`config.mk`:
```
export PLATFORM = sky130hd
export DESIGN_NAME = dual_bank_arbiter_flat
export DESIGN_NICKNAME = d
export VERILOG_FILES = /design/src/rtl/dual_bank_arbiter_if.sv /design/src/rtl/dual_bank_arbiter.sv /design/src/flat_wrapper.sv
export SDC_FILE = /design/constraint.sdc
export NUM_CORES = 1
export LEC_CHECK = 0
export BUFFER_PORTS_ARGS = -buffer_cell sky130_fd_sc_hd__buf_2
export CAP_MARGIN = 20
export CORE_UTILIZATION = 35
export CTS_CLUSTER_SIZE = 30
export DETAILED_ROUTE_END_ITERATION = 8
export PLACE_DENSITY = 0.61
export SETUP_SLACK_MARGIN = 0.1
export SYNTH_ARGS = -nofsm -noshare
export SYNTH_HDL_FRONTEND = slang
export SYNTH_SLANG_ARGS = --single-unit
```
`constraint.sdc`:
```
create_clock -name clk -period 3.26 [get_ports clk]
set_input_delay 0.326 -clock clk [delete_from_list [all_inputs] [get_ports clk]]
set_output_delay 0.326 -clock clk [all_outputs]
set_load 0.05 [all_outputs]
```
`src/rtl/dual_bank_arbiter_if.sv`:
```
// Request/response bundle for the two ports of dual_bank_arbiter.
// The master side drives requests; the slave side (the arbiter) returns grants and read data.
interface dual_bank_arbiter_if #(
    parameter int DATA_W = 8,
    parameter int ADDR_W = 6
);
    logic              a_valid;
    logic              a_ready;
    logic              a_we;
    logic [ADDR_W-1:0] a_addr;
    logic [DATA_W-1:0] a_wdata;
    logic              a_rvalid;
    logic [DATA_W-1:0] a_rdata;

    logic              b_valid;
    logic              b_ready;
    logic              b_we;
    logic [ADDR_W-1:0] b_addr;
    logic [DATA_W-1:0] b_wdata;
    logic              b_rvalid;
    logic [DATA_W-1:0] b_rdata;

    logic [7:0]        conflict_cnt;

    modport master (
        output a_valid, a_we, a_addr, a_wdata,
        output b_valid, b_we, b_addr, b_wdata,
        input  a_ready, a_rvalid, a_rdata,
        input  b_ready, b_rvalid, b_rdata,
        input  conflict_cnt
    );

    modport slave (
        input  a_valid, a_we, a_addr, a_wdata,
        input  b_valid, b_we, b_addr, b_wdata,
        output a_ready, a_rvalid, a_rdata,
        output b_ready, b_rvalid, b_rdata,
        output conflict_cnt
    );
endinterface

```
`src/rtl/dual_bank_arbiter.sv`:
```
// Two-port access to NUM_BANKS word-interleaved banks; same-bank collisions are
// resolved by a toggling priority token, and the losing port simply stalls.
module dual_bank_arbiter #(
    parameter int DATA_W    = 8,
    parameter int ADDR_W    = 6,
    parameter int NUM_BANKS = 4
) (
    input  logic               clk,
    input  logic               rst_n,
    dual_bank_arbiter_if.slave bus
);
    localparam int BANK_W = $clog2(NUM_BANKS);
    localparam int ROW_W  = ADDR_W - BANK_W;
    localparam int DEPTH  = 1 << ROW_W;

    logic [BANK_W-1:0] a_bank, b_bank;
    logic [ROW_W-1:0]  a_row, b_row;
    logic              conflict, a_ready, b_ready;
    logic              a_fire, b_fire, a_wr, b_wr;

    logic              tok_q, tok_d;
    logic [7:0]        cnt_q, cnt_d;
    logic              a_rvalid_q, a_rvalid_d, b_rvalid_q, b_rvalid_d;
    logic [DATA_W-1:0] a_rdata_q, a_rdata_d, b_rdata_q, b_rdata_d;

    logic [DATA_W-1:0] a_bank_rd [NUM_BANKS];
    logic [DATA_W-1:0] b_bank_rd [NUM_BANKS];

    assign a_bank = bus.a_addr[BANK_W-1:0];
    assign b_bank = bus.b_addr[BANK_W-1:0];
    assign a_row  = bus.a_addr[ADDR_W-1:BANK_W];
    assign b_row  = bus.b_addr[ADDR_W-1:BANK_W];

    // Only a genuine same-bank collision ever withholds ready.
    assign conflict = bus.a_valid & bus.b_valid & (a_bank == b_bank);
    assign a_ready  = ~conflict | ~tok_q;
    assign b_ready  = ~conflict |  tok_q;
    assign a_fire   = bus.a_valid & a_ready;
    assign b_fire   = bus.b_valid & b_ready;
    assign a_wr     = a_fire & bus.a_we & rst_n;
    assign b_wr     = b_fire & bus.b_we & rst_n;

    // Storage has no reset; a bank is written by at most one port per edge
    // because two ports in the same bank always collide.
    for (genvar g = 0; g < NUM_BANKS; g++) begin : g_bank
        logic [DATA_W-1:0] mem_q [DEPTH];
        logic              wr_a, wr_b;

        assign wr_a = a_wr & (a_bank == BANK_W'(g));
        assign wr_b = b_wr & (b_bank == BANK_W'(g));

        always_ff @(posedge clk) begin
            if (wr_a)      mem_q[a_row] <= bus.a_wdata;
            else if (wr_b) mem_q[b_row] <= bus.b_wdata;
        end

        assign a_bank_rd[g] = mem_q[a_row];
        assign b_bank_rd[g] = mem_q[b_row];
    end

    always_comb begin
        tok_d      = tok_q ^ conflict;
        cnt_d      = cnt_q;
        if (conflict && cnt_q != 8'hFF) cnt_d = cnt_q + 8'd1;
        a_rvalid_d = a_fire & ~bus.a_we;
        b_rvalid_d = b_fire & ~bus.b_we;
        a_rdata_d  = a_rvalid_d ? a_bank_rd[a_bank] : a_rdata_q;
        b_rdata_d  = b_rvalid_d ? b_bank_rd[b_bank] : b_rdata_q;
    end

    always_ff @(posedge clk or negedge rst_n) begin
        if (!rst_n) begin
            tok_q      <= 1'b0;
            cnt_q      <= '0;
            a_rvalid_q <= 1'b0;
            b_rvalid_q <= 1'b0;
            a_rdata_q  <= '0;
            b_rdata_q  <= '0;
        end else begin
            tok_q      <= tok_d;
            cnt_q      <= cnt_d;
            a_rvalid_q <= a_rvalid_d;
            b_rvalid_q <= b_rvalid_d;
            a_rdata_q  <= a_rdata_d;
            b_rdata_q  <= b_rdata_d;
        end
    end

    assign bus.a_ready      = a_ready;
    assign bus.b_ready      = b_ready;
    assign bus.a_rvalid     = a_rvalid_q;
    assign bus.b_rvalid     = b_rvalid_q;
    assign bus.a_rdata      = a_rdata_q;
    assign bus.b_rdata      = b_rdata_q;
    assign bus.conflict_cnt = cnt_q;
endmodule

```
`src/flat_wrapper.sv`:
```
// flat-port wrapper written by rule: the top's interface ports become plain ports
module dual_bank_arbiter_flat 
#(
    parameter int DATA_W    = 8,
    parameter int ADDR_W    = 6,
    parameter int NUM_BANKS = 4
)
  (clk, rst_n, bus_a_valid, bus_a_we, bus_a_addr, bus_a_wdata, bus_b_valid, bus_b_we, bus_b_addr, bus_b_wdata, bus_a_ready, bus_a_rvalid, bus_a_rdata, bus_b_ready, bus_b_rvalid, bus_b_rdata, bus_conflict_cnt);
  dual_bank_arbiter_if #(.DATA_W(DATA_W), .ADDR_W(ADDR_W)) bus_i ();
  input  logic clk;
  input  logic rst_n;
  input wire logic [$bits(bus_i.a_valid)-1:0] bus_a_valid;
  input wire logic [$bits(bus_i.a_we)-1:0] bus_a_we;
  input wire logic [$bits(bus_i.a_addr)-1:0] bus_a_addr;
  input wire logic [$bits(bus_i.a_wdata)-1:0] bus_a_wdata;
  input wire logic [$bits(bus_i.b_valid)-1:0] bus_b_valid;
  input wire logic [$bits(bus_i.b_we)-1:0] bus_b_we;
  input wire logic [$bits(bus_i.b_addr)-1:0] bus_b_addr;
  input wire logic [$bits(bus_i.b_wdata)-1:0] bus_b_wdata;
  output wire logic [$bits(bus_i.a_ready)-1:0] bus_a_ready;
  output wire logic [$bits(bus_i.a_rvalid)-1:0] bus_a_rvalid;
  output wire logic [$bits(bus_i.a_rdata)-1:0] bus_a_rdata;
  output wire logic [$bits(bus_i.b_ready)-1:0] bus_b_ready;
  output wire logic [$bits(bus_i.b_rvalid)-1:0] bus_b_rvalid;
  output wire logic [$bits(bus_i.b_rdata)-1:0] bus_b_rdata;
  output wire logic [$bits(bus_i.conflict_cnt)-1:0] bus_conflict_cnt;
  assign bus_i.a_valid = bus_a_valid;
  assign bus_i.a_we = bus_a_we;
  assign bus_i.a_addr = bus_a_addr;
  assign bus_i.a_wdata = bus_a_wdata;
  assign bus_i.b_valid = bus_b_valid;
  assign bus_i.b_we = bus_b_we;
  assign bus_i.b_addr = bus_b_addr;
  assign bus_i.b_wdata = bus_b_wdata;
  assign bus_a_ready = bus_i.a_ready;
  assign bus_a_rvalid = bus_i.a_rvalid;
  assign bus_a_rdata = bus_i.a_rdata;
  assign bus_b_ready = bus_i.b_ready;
  assign bus_b_rvalid = bus_i.b_rvalid;
  assign bus_b_rdata = bus_i.b_rdata;
  assign bus_conflict_cnt = bus_i.conflict_cnt;
  dual_bank_arbiter #(.DATA_W(DATA_W), .ADDR_W(ADDR_W), .NUM_BANKS(NUM_BANKS)) u_core (.clk(clk), .rst_n(rst_n), .bus(bus_i));
endmodule
```
Word level (Yosys, flattened, before mapping)
Memories as Yosys holds them, arrays and structs flattened.
Index checks and enable logic that the tools add are counted.
Storage, ports and cells
  flip-flop bits (word level): 27
  latch bits: 0
  bits in writable memories: 512
  bits in read-only memories: 0
  input port bits: 34
  output and inout port bits: 28
  word-level logic and storage cells: 93
  memories kept: 4
Cells by class
  $add $sub $neg: 1
  multiply operators: 0
  div/mod/pow operators: 0
  order comparisons: 2
  equal/unequal tests: 8
  shift-type cells: 0
  multiplexer cells: 38
  bitwise gates (word level): 27
  reductions and logical operators: 7
Memory list
  u_core.g_bank[0].mem_q: depth 16, bits a word 8, read ports 2, clocked after Yosys merged registers in 0, wr ports 1, line dual_bank_arbiter.sv:46  | logic [DATA_W-1:0] mem_q [DEPTH];
  u_core.g_bank[1].mem_q: depth 16, bits a word 8, read ports 2, clocked after Yosys merged registers in 0, wr ports 1, line dual_bank_arbiter.sv:46
  u_core.g_bank[2].mem_q: depth 16, bits a word 8, read ports 2, clocked after Yosys merged registers in 0, wr ports 1, line dual_bank_arbiter.sv:46
  u_core.g_bank[3].mem_q: depth 16, bits a word 8, read ports 2, clocked after Yosys merged registers in 0, wr ports 1, line dual_bank_arbiter.sv:46
Operators with widths (count)
  $mux W8: 8
  $bmux W8 S2: 2
  $reduce_or A8 Y1: 4
  $mux W1: 24
  $and A1 B1 Y1: 18
  $mux W4: 4
  $add A8 B1 Y8 const B: 1
  $eq A2 B2 Y1 const B: 4
  $ne A8 B8 Y1 const B: 1
  $ge A3 B3 Y1 const B: 2
  $not A2 Y3: 2
  $eq A2 B1 Y1 const B: 2
  $logic_not A2 Y1: 2
  $not A1 Y1: 4
  $eq A2 B2 Y1: 1
  $or A1 B1 Y1: 2
  $logic_and A1 B1 Y1: 1
  $xor A1 B1 Y1: 1

Longest topological paths before layout
  word-level depth: 13
  gate-level depth with buffers: 11
  depth with buffers taken out: 9

Worst setup path before layout
No wires, ideal clock.
  kind: input to register
  from: in bus_a_addr[1]
  to: mem u_core.g_bank[1].mem_q[13][0], enable pin
  setup time: 0.388 ns
  arrival time: 2.682 ns
  data required time: 2.872 ns
  setup slack: 0.190 ns
  stages: 9
  path buffers: 2
  cells stage by stage: buf_2 > xor2_1 > nor3_1 > ha_1 > nand4b_1 > nor2_1 > or3_1 > clkbuf_1 > o32ai_1
Between the ends
  cells in the longest elaborated chain, start to end: 13
  elaborated cells on any way between the ends: 22
  classes of those cells: 2 x eq/ne; 7 x mux; 12 x bitwise; 1 x reduce/logical
Ends and longest elaborated chain
  start, declared: line flat_wrapper.sv:14  | input wire logic [$bits(bus_i.a_addr)-1:0] bus_a_addr;
  $eq A2 B2 Y1: line dual_bank_arbiter.sv:35  | assign conflict = bus.a_valid & bus.b_valid & (a_bank == b_bank);
  $and A1 B1 Y1: line dual_bank_arbiter.sv:35
  $not A1 Y1: line dual_bank_arbiter.sv:36, dual_bank_arbiter.sv:37
  $or A1 B1 Y1: line dual_bank_arbiter.sv:37  | assign b_ready = ~conflict | tok_q;
  $and A1 B1 Y1: line dual_bank_arbiter.sv:39  | assign b_fire = bus.b_valid & b_ready;
  $and A1 B1 Y1 (2 in a row): line dual_bank_arbiter.sv:41  | assign b_wr = b_fire & bus.b_we & rst_n;
  $and A1 B1 Y1: line dual_bank_arbiter.sv:50  | assign wr_b = b_wr & (b_bank == BANK_W'(g));
  $mux W1: line dual_bank_arbiter.sv:54  | else if (wr_b) mem_q[b_row] <= bus.b_wdata;
  $mux W1: line dual_bank_arbiter.sv:53  | if (wr_a) mem_q[a_row] <= bus.a_wdata;
  $mux W1 (not written as such): line dual_bank_arbiter.sv:54
  $reduce_or A8 Y1 (no line)
  $mux W4 (no line) or $mux W1 (tied branches)
  end, declared: line dual_bank_arbiter.sv:46
Several ways; a longest one is shown, not always the timed one.

Worst setup path after layout
  from: reg u_core.tok_q
  to: mem u_core.g_bank[0].mem_q[0][7], enable pin
Between the ends
  cells in the longest elaborated chain, start to end: 10
  elaborated cells on any way between the ends: 19
  classes of those cells: 7 x mux; 11 x bitwise; 1 x reduce/logical
Ends and longest elaborated chain
  start, declared: line dual_bank_arbiter.sv:21  | logic tok_q, tok_d;
  start signal, assigned: line dual_bank_arbiter.sv:80  | tok_q <= tok_d;
  $or A1 B1 Y1 or $not A1 Y1 (tied branches): line dual_bank_arbiter.sv:37, dual_bank_arbiter.sv:36
  $and A1 B1 Y1 or $or A1 B1 Y1 (tied branches): line dual_bank_arbiter.sv:39, dual_bank_arbiter.sv:36
  $and A1 B1 Y1, on equally long branches: line dual_bank_arbiter.sv:41, dual_bank_arbiter.sv:38
  $and A1 B1 Y1, on equally long branches: line dual_bank_arbiter.sv:41, dual_bank_arbiter.sv:40
  $and A1 B1 Y1, on equally long branches: line dual_bank_arbiter.sv:50, dual_bank_arbiter.sv:40
  $mux W1 or $and A1 B1 Y1 (tied branches): line dual_bank_arbiter.sv:54, dual_bank_arbiter.sv:49
  $mux W1: line dual_bank_arbiter.sv:53
  $mux W1 (not written as such): line dual_bank_arbiter.sv:54
  $reduce_or A8 Y1 (no line)
  $mux W4 (no line) or $mux W1 (tied branches)
  end, declared: line dual_bank_arbiter.sv:46
Several ways; a longest one is shown, not always the timed one.

==> flow_metrics.env <==
export IMPL_run_status="complete, no violations"
export IMPL_hold_path_class="in -> reg"
export IMPL_clkLatencyLatePin_ps=630
export IMPL_core_area_um2=74400
export IMPL_mappedNetlistNets=1656
export IMPL_hpwl_um=61600
export IMPL_yosysSeqAreaShare=0.609
export IMPL_drt_iter0_markers=2151
export IMPL_placed_area_um2=29200
export IMPL_syn_area_um2=26300
export IMPL_die_w_um=276
export IMPL_vertical_die_dimension_um=276
export IMPL_routed_via_density=5.98
export IMPL_i_o_pin_total=62
export IMPL_critPathArrivalTime_ps=3100
export IMPL_finalPower_w=0.0162
export IMPL_flow_area_growth_from_synthesis_pct=18.1
export IMPL_synth_area_per_cell_um2=16.3
export IMPL_drv_max_cap_violation_count=0
export IMPL_cts_inserted_buffers=58
export IMPL_finish_instance_area_um2=31100
export IMPL_worst_setup_hold_path_clk_slew_ps=60
export IMPL_grt_first_pass_wirelength_um=124000
export IMPL_timing_fmax_mhz=349
export IMPL_worst_slew_pin_slew_ps=972
export IMPL_setup_violations_final=0
export IMPL_cts_repair_resized=0
export IMPL_initial_utilization=0.354
export IMPL_clock_tree_buffer_depth=3
export IMPL_globalplace_congestion=1.00
export IMPL_syn_instance_count=1619
export IMPL_clock_tree_htree_level_count=2
export IMPL_synth_enable_flop_cells=512
export IMPL_routed_wl_um=86200
export IMPL_yosys_cell_types_count=54
export IMPL_flops_latches_synth=539
export IMPL_async_set_or_reset_register_ratio_after_synthesis=0.0501
export IMPL_drt_antenna_violating_nets=0
export IMPL_synth_top_cells_by_area="edfxtp_1 (58%), mux4_2 (18%), mux2i_1 (5.3%), dfrtp_1 (2.6%), a22oi_1 (1.8%)"
export IMPL_synth_warnings=0
export IMPL_maximum_number_of_pins_on_one_net_before_global_route_repair=45
export IMPL_antenna_found_initial=0
export IMPL_number_of_remaining_drc_errors=0
export IMPL_dominantRegCellSynth="edfxtp_1"
export IMPL_grt_pass1_vias=17300
export IMPL_worstSetupEndpointType="register"
export IMPL_cts_num_sinks=539
export IMPL_track_usage=0.224
export IMPL_timing_critical_path_required_ps=3490
export IMPL_cts_tree="yes"
export IMPL_irDropWorstVdd_mv=0.446
export IMPL_detailedRoute_firstPassIterationCount=6
export IMPL_core_rowCount=100
export IMPL_setup_worst_path_class="reg -> reg"
export IMPL_synth_top_cell_area_share=0.584
export IMPL_yosys_cell_count_top_type="edfxtp_1"
export IMPL_rsz0062_at_grt="no"
export IMPL_share_of_the_core_filled_with_cells_in_the_final_layout=0.418
export IMPL_globalRoute_totalOverflow=0
export IMPL_critPathMaxFanout=8
export IMPL_synth_commonest_cells="edfxtp_1 (512), mux4_2 (209), mux2i_1 (140)"
export IMPL_nNetsFinal=1883
export IMPL_slew_limit_headroom=0.349
export IMPL_total_count_of_hold_check_failures_in_the_final_report=0
export IMPL_yosys_area_top_type="edfxtp_1"
export IMPL_timing_final_crit_period_ps=2860
export IMPL_drt_wirelength_per_cell_um=30.1
export IMPL_critical_path_start_type="register"
export IMPL_numPortBuffers=61
export IMPL_clock_root_buffer="clkbuf_16"
export IMPL_post_route_cells_drive_above_1_share=0.319
export IMPL_p_leak_nw=10.6
export IMPL_power_density_nw_per_um2=521
export IMPL_final_setup_skew_ps=23.9
export IMPL_portion_of_the_clock_cycle_consumed_by_the_worst_path_in_the_final_layout=0.879
export IMPL_slew_violations=0
export IMPL_cts_repair_timing_setup_buffer_count=0
export IMPL_num_vias=17100
export IMPL_fin_setup_tns_ps=0
export IMPL_fp_dieArea_um2=76400
==> metal layers <==
metal / wire [um] / GRT usage / part of all wire / vias up
met1: 35400 / 0.304 / 0.41 / 8972
met3: 7330 / 0.0450 / 0.085 / 149
met4: 3620 / 0.0923 / 0.042 / 0
met2: 39900 / 0.353 / 0.46 / 906
li1: - / - / - / 7092
met5: 0 / 0 / 0 / -
==> worst max-delay path: stages, from the launching register on <==
cell and delay (ps):
dfrtp_1 390, inv_1 60, ha_1 200, and4b_1 330, nand2_1 90, nor2_1 290
mux2_2 240, nand2_1 110, nor2_1 770
==> what timing repair did <==
action                                  in CTS  in global routing
endpoints found under the hold margin       27                  0
hold buffers                                 1                  0
endpoints found under the setup margin       0                  0
==> layout by cell type (no fill, tap or decap), types with 6 or more instances in the layout <==
cell         n
clkinv_1     8
a31oi_1     13
clkbuf_1    14
o22ai_1     23
o32a_1       8
and2_1       8
o21ai_0     18
mux4_2     209
o211ai_1    11
buf_12      29
buf_4      187
clkinv_2    13
a21oi_1     37
nand2b_1    19
nor2_1     102
mux2_2      26
bufinv_16    6
clkbuf_16   59
nor3_1      34
inv_1        8
dfrtp_1     27
a22oi_1     62
buf_2       57
nand3_1     38
nor2b_1     14
mux2i_1    140
edfxtp_1   512
nand2_1    122
and3_1      16
nand4_1     10
==> report_power, final <==
part / internal, W / switching [W] / leakage [nW]
Combinational: 0.000671 / 0.00121 / 4.75
Sequential: 0.00769 / 0.0000760 / 4.92
Clock: 0.00383 / 0.00275 / 0.920
==> cell families (layout without fill, tap and decap cells) <==
| kind of cell | after synthesis | in the layout | synth area share |
|---|---|---|---|
| AOI/OAI and AO/OA | 190 | 190 | 0.0486 |
| xor gates and xnor gates | 9 | 9 | 0.00299 |
| adders and majority gates | 3 | 3 | 0.00143 |
| buffers and inverters | 117 | 392 | 0.0265 |
| DFF | 539 | 539 | 0.609 |
| muxes | 375 | 375 | 0.243 |
| other | 0 | 1 | 0 |
| and+or+nand+nor | 386 | 386 | 0.0681 |
==> per-stage QoR <==
step / std cells / worst slack [ps] / hold slack (ps)
after floorplan: 1619 / 190 / 30.4
after global placement: 2754 / -49.3 / 372
after detailed placement: 2754 / -97.2 / 374
after CTS: 2863 / 457 / 157
after global routing: 2863 / 284 / 188
final: 2864 / 395 / 196
==> state kept, by name (all words and copies together), names as in the netlist <==
name,flops
u_core.bus.conflict_cnt,8
u_core.bus.a_rdata,8
u_core.bus.b_rvalid,1
u_core.g_bank.mem_q,512
u_core.tok_q,1
u_core.bus.b_rdata,8
u_core.bus.a_rvalid,1
==> final cells by class <==
class                   count  area [um2]
fillers                  6524       43300
flip-flops and latches    539       16100
multi-input cells         963        9620
repair buffers            276        2310
clock buffers              75        1560
well taps                 969        1210
clock inverters            33         324
inverters                   8        30.0
diodes                      1        2.50
==> path summary, 6_finish.rpt <==
path	startpoint	end	slack, ps	cells past startpoint
worst min-delay path	bus_b_we	u_core.bus.b_rvalid	200	3
worst max-delay path	u_core.tok_q	u_core.g_bank[0].mem_q[0][7]	400	8
worst min register to register	u_core.bus.conflict_cnt[6]	u_core.bus.conflict_cnt[6]	490	1
max in group asynchronous	rst_n	u_core.bus.b_rdata[4]	2610	3
worst max register to register	u_core.tok_q	u_core.g_bank[0].mem_q[0][7]	400	8
min in group asynchronous	rst_n	u_core.bus.conflict_cnt[0]	300	3
(Power assumes the default switching activity.)
